--- config.mk ---
export PLATFORM = sky130hd
export DESIGN_NAME = tone_mixer
export DESIGN_NICKNAME = d
export VERILOG_FILES = /design/src/rtl/tone_mixer_pkg.sv /design/src/rtl/tone_mixer_channel.sv /design/src/rtl/tone_mixer.sv
export SDC_FILE = /design/constraint.sdc
export NUM_CORES = 1
export LEC_CHECK = 0
export CAP_MARGIN = 20
export CELL_PAD_IN_SITES_DETAIL_PLACEMENT = 0
export CELL_PAD_IN_SITES_GLOBAL_PLACEMENT = 1
export CORE_MARGIN = 3
export CORE_UTILIZATION = 50
export DETAILED_ROUTE_END_ITERATION = 10
export PLACE_DENSITY_LB_ADDON = 0.08
export SLEW_MARGIN = 20
export SYNTH_ARGS = -nofsm -noshare
export SYNTH_HDL_FRONTEND = slang
export SYNTH_SLANG_ARGS = --single-unit
--- constraint.sdc ---
create_clock -name clk -period 6.8 [get_ports clk]
set_input_delay 1.36 -clock clk [delete_from_list [all_inputs] [get_ports clk]]
set_output_delay 1.36 -clock clk [all_outputs]
set_load 0.02 [all_outputs]
--- src/rtl/tone_mixer_pkg.sv ---
// Shared types and width helpers for the tone mixer.
// Envelope state is only used when TONE_MIXER_ENV_EN is defined.
package tone_mixer_pkg;

    typedef enum logic [1:0] {
        IDLE    = 2'd0,
        ATTACK  = 2'd1,
        SUSTAIN = 2'd2,
        RELEASE = 2'd3
    } env_state_t;

    // $clog2 that never returns 0, so single-entry selects still get a bit.
    function automatic int unsigned clog2_min1(input int unsigned n);
        return (n > 1) ? $clog2(n) : 1;
    endfunction

    // Mix accumulator width: wide enough that NCH full-scale channels cannot overflow.
    function automatic int unsigned mix_width(input int unsigned out_w, input int unsigned nch);
        return out_w + $clog2(nch) + 1;
    endfunction

endpackage

--- src/rtl/tone_mixer_channel.sv ---
// One tone channel: square-wave divider plus amplitude envelope.
// TONE_MIXER_ENV_EN selects the ADSR-style envelope; otherwise amp is a gated constant.
module tone_channel
    import tone_mixer_pkg::*;
#(
    parameter int unsigned DIV_W   = 16,
    parameter int unsigned AMP_W   = 6,
    parameter int unsigned DEF_DIV = 50
) (
    input  logic             clk,
    input  logic             rst_n,
    input  logic             i_tick,
    input  logic             i_switch,
    input  logic             i_wr,
    input  logic [DIV_W-1:0] i_wr_div,
    output logic             o_square,
    output logic [AMP_W-1:0] o_amp,
    output logic             o_active
);

    localparam logic [AMP_W-1:0] AMP_MAX = '1;

    logic [DIV_W-1:0] r_div;
    logic [DIV_W-1:0] r_cnt;
    logic             r_square;
    logic [AMP_W-1:0] r_amp;
    logic             r_active;

    // Half-period divider; a write restarts the waveform from a low phase.
    always_ff @(posedge clk) begin
        if (!rst_n) begin
            r_div    <= DIV_W'(DEF_DIV);
            r_cnt    <= '0;
            r_square <= 1'b0;
        end else if (i_wr) begin
            r_div    <= i_wr_div;
            r_cnt    <= '0;
            r_square <= 1'b0;
        end else if (r_div == '0) begin
            r_cnt    <= '0;
            r_square <= 1'b0;
        end else if (r_cnt == r_div - DIV_W'(1)) begin
            r_cnt    <= '0;
            r_square <= ~r_square;
        end else begin
            r_cnt    <= r_cnt + DIV_W'(1);
        end
    end

`ifdef TONE_MIXER_ENV_EN
    env_state_t       r_state;
    env_state_t       w_state_nxt;
    logic [AMP_W-1:0] w_amp_nxt;

    always_ff @(posedge clk) begin
        if (!rst_n) begin
            r_state  <= IDLE;
            r_amp    <= '0;
            r_active <= 1'b0;
        end else begin
            r_state  <= w_state_nxt;
            r_amp    <= w_amp_nxt;
            r_active <= (w_state_nxt != IDLE);
        end
    end

    // Key changes win over ticks; re-press in RELEASE keeps the current amplitude.
    always_comb begin
        w_state_nxt = r_state;
        w_amp_nxt   = r_amp;
        case (r_state)
            IDLE: begin
                if (i_switch) w_state_nxt = ATTACK;
            end
            ATTACK: begin
                if (!i_switch)               w_state_nxt = RELEASE;
                else if (r_amp == AMP_MAX)   w_state_nxt = SUSTAIN;
                else if (i_tick)             w_amp_nxt   = r_amp + AMP_W'(1);
            end
            SUSTAIN: begin
                if (!i_switch) w_state_nxt = RELEASE;
            end
            RELEASE: begin
                if (i_switch)                w_state_nxt = ATTACK;
                else if (r_amp == '0)        w_state_nxt = IDLE;
                else if (i_tick)             w_amp_nxt   = r_amp - AMP_W'(1);
            end
            default: w_state_nxt = IDLE;
        endcase
    end
`else
    logic w_unused_tick;
    assign w_unused_tick = i_tick;

    always_ff @(posedge clk) begin
        if (!rst_n) begin
            r_amp    <= '0;
            r_active <= 1'b0;
        end else begin
            r_amp    <= i_switch ? AMP_MAX : '0;
            r_active <= i_switch;
        end
    end
`endif

    assign o_square = r_square;
    assign o_amp    = r_amp;
    assign o_active = r_active;

endmodule

--- src/rtl/tone_mixer.sv ---
// Multi-channel tone generator: NCH tone_channel instances, envelope prescaler and saturating mix.
// Define TONE_MIXER_ENV_EN to enable the per-channel envelope and its prescaler.
module tone_mixer
    import tone_mixer_pkg::*;
#(
    parameter int unsigned NCH     = 4,
    parameter int unsigned OUT_W   = 8,
    parameter int unsigned DIV_W   = 16,
    parameter int unsigned AMP_W   = 6,
    parameter int unsigned ENV_DIV = 256,
    parameter int unsigned DEF_DIV = 50
) (
    input  logic                        clk,
    input  logic                        rst_n,
    input  logic [NCH-1:0]              switches,
    input  logic                        wr_en,
    input  logic [clog2_min1(NCH)-1:0]  wr_ch,
    input  logic [DIV_W-1:0]            wr_div,
    output logic [OUT_W-1:0]            combined,
    output logic [NCH-1:0]              active
);

    localparam int unsigned SUM_W = mix_width(OUT_W, NCH);
    localparam int unsigned PRE_W = clog2_min1(ENV_DIV);
    localparam logic [OUT_W-1:0] OUT_MAX = '1;

    logic                 w_tick;
    logic [NCH-1:0]       w_square;
    logic [NCH-1:0]       w_active;
    logic [NCH-1:0]       w_wr;
    logic [AMP_W-1:0]     w_amp [NCH];
    logic [SUM_W-1:0]     w_sum;
    logic [OUT_W-1:0]     r_combined;

`ifdef TONE_MIXER_ENV_EN
    logic [PRE_W-1:0] r_presc;

    assign w_tick = (r_presc == PRE_W'(ENV_DIV - 1));

    always_ff @(posedge clk) begin
        if (!rst_n)      r_presc <= '0;
        else if (w_tick) r_presc <= '0;
        else             r_presc <= r_presc + PRE_W'(1);
    end
`else
    logic [PRE_W-1:0] w_unused_presc;
    assign w_unused_presc = PRE_W'(ENV_DIV - 1);
    assign w_tick         = 1'b0;
`endif

    // Out-of-range channel numbers match no instance, so such writes are dropped.
    for (genvar g = 0; g < NCH; g++) begin : g_ch
        assign w_wr[g] = wr_en && (32'(wr_ch) == 32'(g));

        tone_channel #(
            .DIV_W   (DIV_W),
            .AMP_W   (AMP_W),
            .DEF_DIV (DEF_DIV)
        ) u_ch (
            .clk      (clk),
            .rst_n    (rst_n),
            .i_tick   (w_tick),
            .i_switch (switches[g]),
            .i_wr     (w_wr[g]),
            .i_wr_div (wr_div),
            .o_square (w_square[g]),
            .o_amp    (w_amp[g]),
            .o_active (w_active[g])
        );
    end

    always_comb begin
        w_sum = '0;
        for (int i = 0; i < NCH; i++) begin
            if (w_square[i]) w_sum = w_sum + SUM_W'(w_amp[i]);
        end
    end

    always_ff @(posedge clk) begin
        if (!rst_n)                      r_combined <= '0;
        else if (w_sum > SUM_W'(OUT_MAX)) r_combined <= OUT_MAX;
        else                             r_combined <= OUT_W'(w_sum);
    end

    assign combined = r_combined;
    assign active   = w_active;

endmodule

After elaboration in Yosys (flattened, before gate mapping). Index checks and enable logic that the tools add are counted.

Add/sub/neg operators: 11. $mul: 0. Div/mod/pow operators: 0. Magnitude comparators: 1. Equal/unequal tests: 7. Shift-type cells: 0. Multiplexer cells: 9. Bitwise gates (word level): 5. Reduce and logical (&&, ||, !) cells: 17.

Operator list (number): $add A16 B1 Y16 const B (4); $eq A16 B16 Y1 (4); $logic_not A16 Y1 (4); $sub A16 B1 Y16 const B (4); $add A11 B6 Y11 (3); $mux W11 (3); $mux W6 (5); $reduce_or A4 Y1 (4); $reduce_or A3 Y1 (4); $gt A11 B8 Y1 const B (1); $mux W8 (1); $not A1 Y1 (5); $eq A2 B2 Y1 const B (2); $logic_and A1 B1 Y1 (4); $eq A2 B1 Y1 const B (1); $logic_not A2 Y1 (1).

Flip-flop bits (word level): 168. Latch bits: 0. RAM bits: 0. Memory bits (read-only): 0. Word-level logic and storage cells: 71. Memories: 0.

Logic depth before layout (Yosys ltp).
Word-level depth: 9. Depth in mapped cells: 15.

Cells and area by module. Synthesis repeated with hierarchy kept, for this count alone.

Cell total of the unflattened synthesis: 1060. Area total of the unflattened synthesis: 9684.3 um^2.

By module, submodules not included: tone_channel (times used 4, cells an instance 221, area each 2079.5 um^2, sequential area each 680.7 um^2); tone_mixer (times used 1, cells an instance 176, area each 1366.3 um^2, sequential area each 160.2 um^2).

Worst setup path after synthesis. OpenSTA, ideal clock, no wires.

Path kind: reg-to-reg. Start: register g_ch[0].u_ch.r_square. End: register r_combined[0], in the netlist combined[0]. Data arrival time: 3.265 ns. Required time: 6.666 ns. Slack: 3.401 ns. Stages on the path, launching flop included: 16. Path buffers: 0. Period minus slack after synthesis: 3.399 ns. Cell sequence: dfxtp_1 -> nand2_1 -> ha_1 -> a21o_1 -> ha_1 -> inv_1 -> fa_1 -> fa_1 -> a21oi_1 -> ha_1 -> nor2b_1 -> o21ai_0 -> a21oi_1 -> o21a_1 -> o21bai_1 -> a21oi_1.

Word-level cells in the longest chain between the ends: 9.

Ends and longest elaborated chain: start: declaration (line tone_mixer_channel.sv:25) `logic r_square;`; start signal: assignment (line tone_mixer_channel.sv:44) `r_square <= ~r_square;`; $mux W6 (*) (line tone_mixer.sv:75) `if (w_square[i]) w_sum = w_sum + SUM_W'(w_amp[i]);`; $add A11 B6 Y11 (line tone_mixer.sv:75); $mux W11 (*) (line tone_mixer.sv:75); $add A11 B6 Y11 (line tone_mixer.sv:75); $mux W11 (*) (line tone_mixer.sv:75); $add A11 B6 Y11 (line tone_mixer.sv:75); $mux W11 (*) (line tone_mixer.sv:75); $gt A11 B8 Y1 (line tone_mixer.sv:81) `else if (w_sum > SUM_W'(OUT_MAX)) r_combined <= OUT_MAX;`; $mux W8 (*) (line tone_mixer.sv:81); end signal: assignment (line tone_mixer.sv:82) `else r_combined <= OUT_W'(w_sum);`; end: declaration (line tone_mixer.sv:33) `logic [OUT_W-1:0] r_combined;`.

Every way passes the cells marked *; elsewhere a longest branch is shown, timed or not. A chain may end at the register's enable or synchronous reset.

Worst setup path in the final report.
Start: register g_ch[0].u_ch.r_square. End: register r_combined[4], in the netlist combined[4].

Same word-level chain as after synthesis.

==> metrics <==
core footprint=16200 um^2; Total Routing Usage GR=0.224; nets=approximately 1100; Filler cells=~1600; clock skew=approximately 5.0 ps; RSZ-0062 raised after global routing=no; layout cell share with drive strength beyond 1=0.0640; Post-Synthesis Cells=1041; CTS tree=built; Synth area leaders=dfxtp_1, xor2_1, nand2_1; Vias/cell=5.71; post-synthesis register bit count=about 140; initial drt markers=about 440; clock-pin slew on the worst setup and hold paths=60 ps; WP data arrival=4160 ps; ys flop type=dfxtp_1; CTS sink cnt=~140; Rel. slew slack=0.287; Post-DP Area=slightly below 9000 um^2; Inserted Clock Buffers=17; die height=around 140 um; max cap viols=0; Layout area overhead=11.5%; post-route antenna net violation count=0; DR vias=~7200; clk_lat worst skew=roughly 420 ps; DRT Pass-1 Iters=6; asr flop ratio synth=0; H-tree Lvls=4; DRC=0; RD Place Congestion=0.877; wire per inst=16.1 um; initial antenna violation count=1; Final Hold Fails=0; power per cell area=~210 nW/um^2; area of the mapped netlist=roughly 8500 um^2; post-CTS setup buffers=0; worst min-delay path class=flop to flop; Synth Warn #=0; post-synth top area share=0.340; IO Pins=37; outcome=complete, no violations; syn avg cell area=8.15 um^2; Total Neg Setup Slack=0 ps; max-slew violation count=0; Distinct cells, synth=75; Slew @ Worst Pin=1060 ps; Worst setup SP type=flop; PortBufs=36; post-CTS resize count=0; post-synthesis sequential area ratio=0.340; largest net degree at the start of global routing=60; syn nets=1094; dominant cell type by area after synthesis=dfxtp_1; CP max FO=6; initial core utilization=0.522; top-count cell post-synth=nand2_1; CTS Root Cell=clkbuf_16; number of synthesized flops with an enable pin=0; Detail Placement HPWL=about 14000 um; CP Capture Type=flop; Worst VDD drop=about 0.18 mV; hold_buf cts=0; row cnt=46; min Tclk post-route=between 3000 and 4000 ps; Max Freq=256 MHz; commonest cells in the netlist=nand2_1, dfxtp_1, nor3_1, a21oi_1, xor2_1; Tcrit/Tclk final=0.574; antenna cells=0; Final setup violation count=0; Critical Path RT=7050 ps; leakage=between 3 and 4 nW; first-pass GRT wire length=around 33000 um; Die W=136 um; maximum clock path buffer count=2; CP Class=flop to flop; fin area=9450 um^2; GRT overflow=0; Die Area=~19000 um^2; final wirelength=roughly 20000 um; vias in the first global route=about 6500
## final cells by class
type	count	area [um^2]	share of cell area
multi-input cells	799	5210	0.551
clock buffers	24	502	0.0531
repair buffers	40	390	0.0413
flip-flops and latches	144	2880	0.305
inverters	32	120	0.0127
well taps	216	270	0.0286
clock inverters	8	77.6	0.00821
## kinds of logic (layout without fill, tap and decap cells)
| family | after synthesis | count (layout) | share of synthesized area |
|---|---|---|---|
| AO/OA/AOI/OAI | 173 | 173 | 0.132 |
| buffers and inverters | 98 | 104 | 0.0474 |
| flip-flops | 144 | 144 | 0.340 |
| multiplexers | 10 | 10 | 0.0127 |
| XOR/XNOR | 133 | 133 | 0.139 |
| adder cells (fa/ha/maj) | 28 | 28 | 0.0457 |
| AND/OR/NAND/NOR | 455 | 455 | 0.283 |
## layer usage
| layer | wire, um | up-vias | global-route usage | part of all wire |
|---|---|---|---|---|
| li1 | - | 3659 | - | - |
| met2 | 9250 | 156 | 0.342 | 0.46 |
| met4 | 208 | 2 | 0.0549 | 0.010 |
| met1 | 9930 | 3382 | 0.322 | 0.49 |
| met5 | 13 | - | 0 | 0.00064 |
| met3 | 896 | 19 | 0.0496 | 0.044 |
## critical path: stages (launching register included)
cell      delay (ps)
dfxtp_1          420
nand2_1          100
ha_1             180
nor2b_1          130
or2_2            200
inv_1            100
fa_1             480
fa_1             450
a21oi_1          200
ha_1             280
nor2b_1          150
o21ai_0          200
a21oi_1          120
o21a_1           230
o21bai_1         360
a21oi_1          130
## path summary, 6_finish.rpt
kind                                from                endpoint  slack (ps)  cells past startpoint
setup / recovery   g_ch[0].u_ch.o_square             combined[4]        2900                     15
hold / removal    g_ch[1].u_ch.r_div[14]  g_ch[1].u_ch.r_div[14]         480                      2
hold reg to reg   g_ch[1].u_ch.r_div[14]  g_ch[1].u_ch.r_div[14]         480                      2
setup reg to reg   g_ch[0].u_ch.o_square             combined[4]        2900                     15
## placed cells by master (no fill, tap or decap), types with 6 or more instances in the layout
cell | Yosys | final
a31oi_1 | 7 | 7
nor3_1 | 75 | 75
nor3b_1 | 12 | 11
inv_1 | 31 | 31
and2_1 | 14 | 14
mux2i_1 | 7 | 7
nand2b_1 | 6 | 6
o21a_1 | 6 | 6
dfxtp_1 | 144 | 144
or2_2 | 8 | 8
xor2_1 | 69 | 69
o21ai_0 | 22 | 22
and4_1 | 8 | 8
nand3_1 | 43 | 43
a21oi_1 | 74 | 74
nor2_1 | 32 | 31
and3_1 | 12 | 12
clkbuf_16 | 0 | 17
or4_1 | 15 | 15
o211ai_1 | 7 | 7
nor4_1 | 16 | 16
clkdlybuf4s50_1 | 0 | 36
xnor2_1 | 63 | 63
nand2_1 | 157 | 157
nand4_1 | 20 | 20
ha_1 | 23 | 23
## sequential cells by signal (all words and copies together), names as in the netlist
signal	cells
combined	8
g_ch.u_ch.o_square	4
g_ch.u_ch.o_amp	4
g_ch.u_ch.r_cnt	64
g_ch.u_ch.r_div	64
## where the power goes
group / switching (mW) / internal, mW
Sequential: 0.0339 / 0.865
Combinational: 0.101 / 0.0750
Clock: 0.360 / 0.552
Total: 0.494 / 1.49
## metrics by stage
step                      power (mW)  hold slack [ps]   util  worst slack (ps)  cells
after CTS                       2.01              485  0.582              2910   1263
final                           1.99              481  0.582              2900   1263
after global routing            2.07              510  0.582              2550   1263
after detailed placement        1.09              482  0.547              2920   1231
after global placement          1.09              474  0.547              3010   1231
after floorplan                 1.04              456      -              3400   1041
No activity file was read; power rests on OpenSTA's default activity.
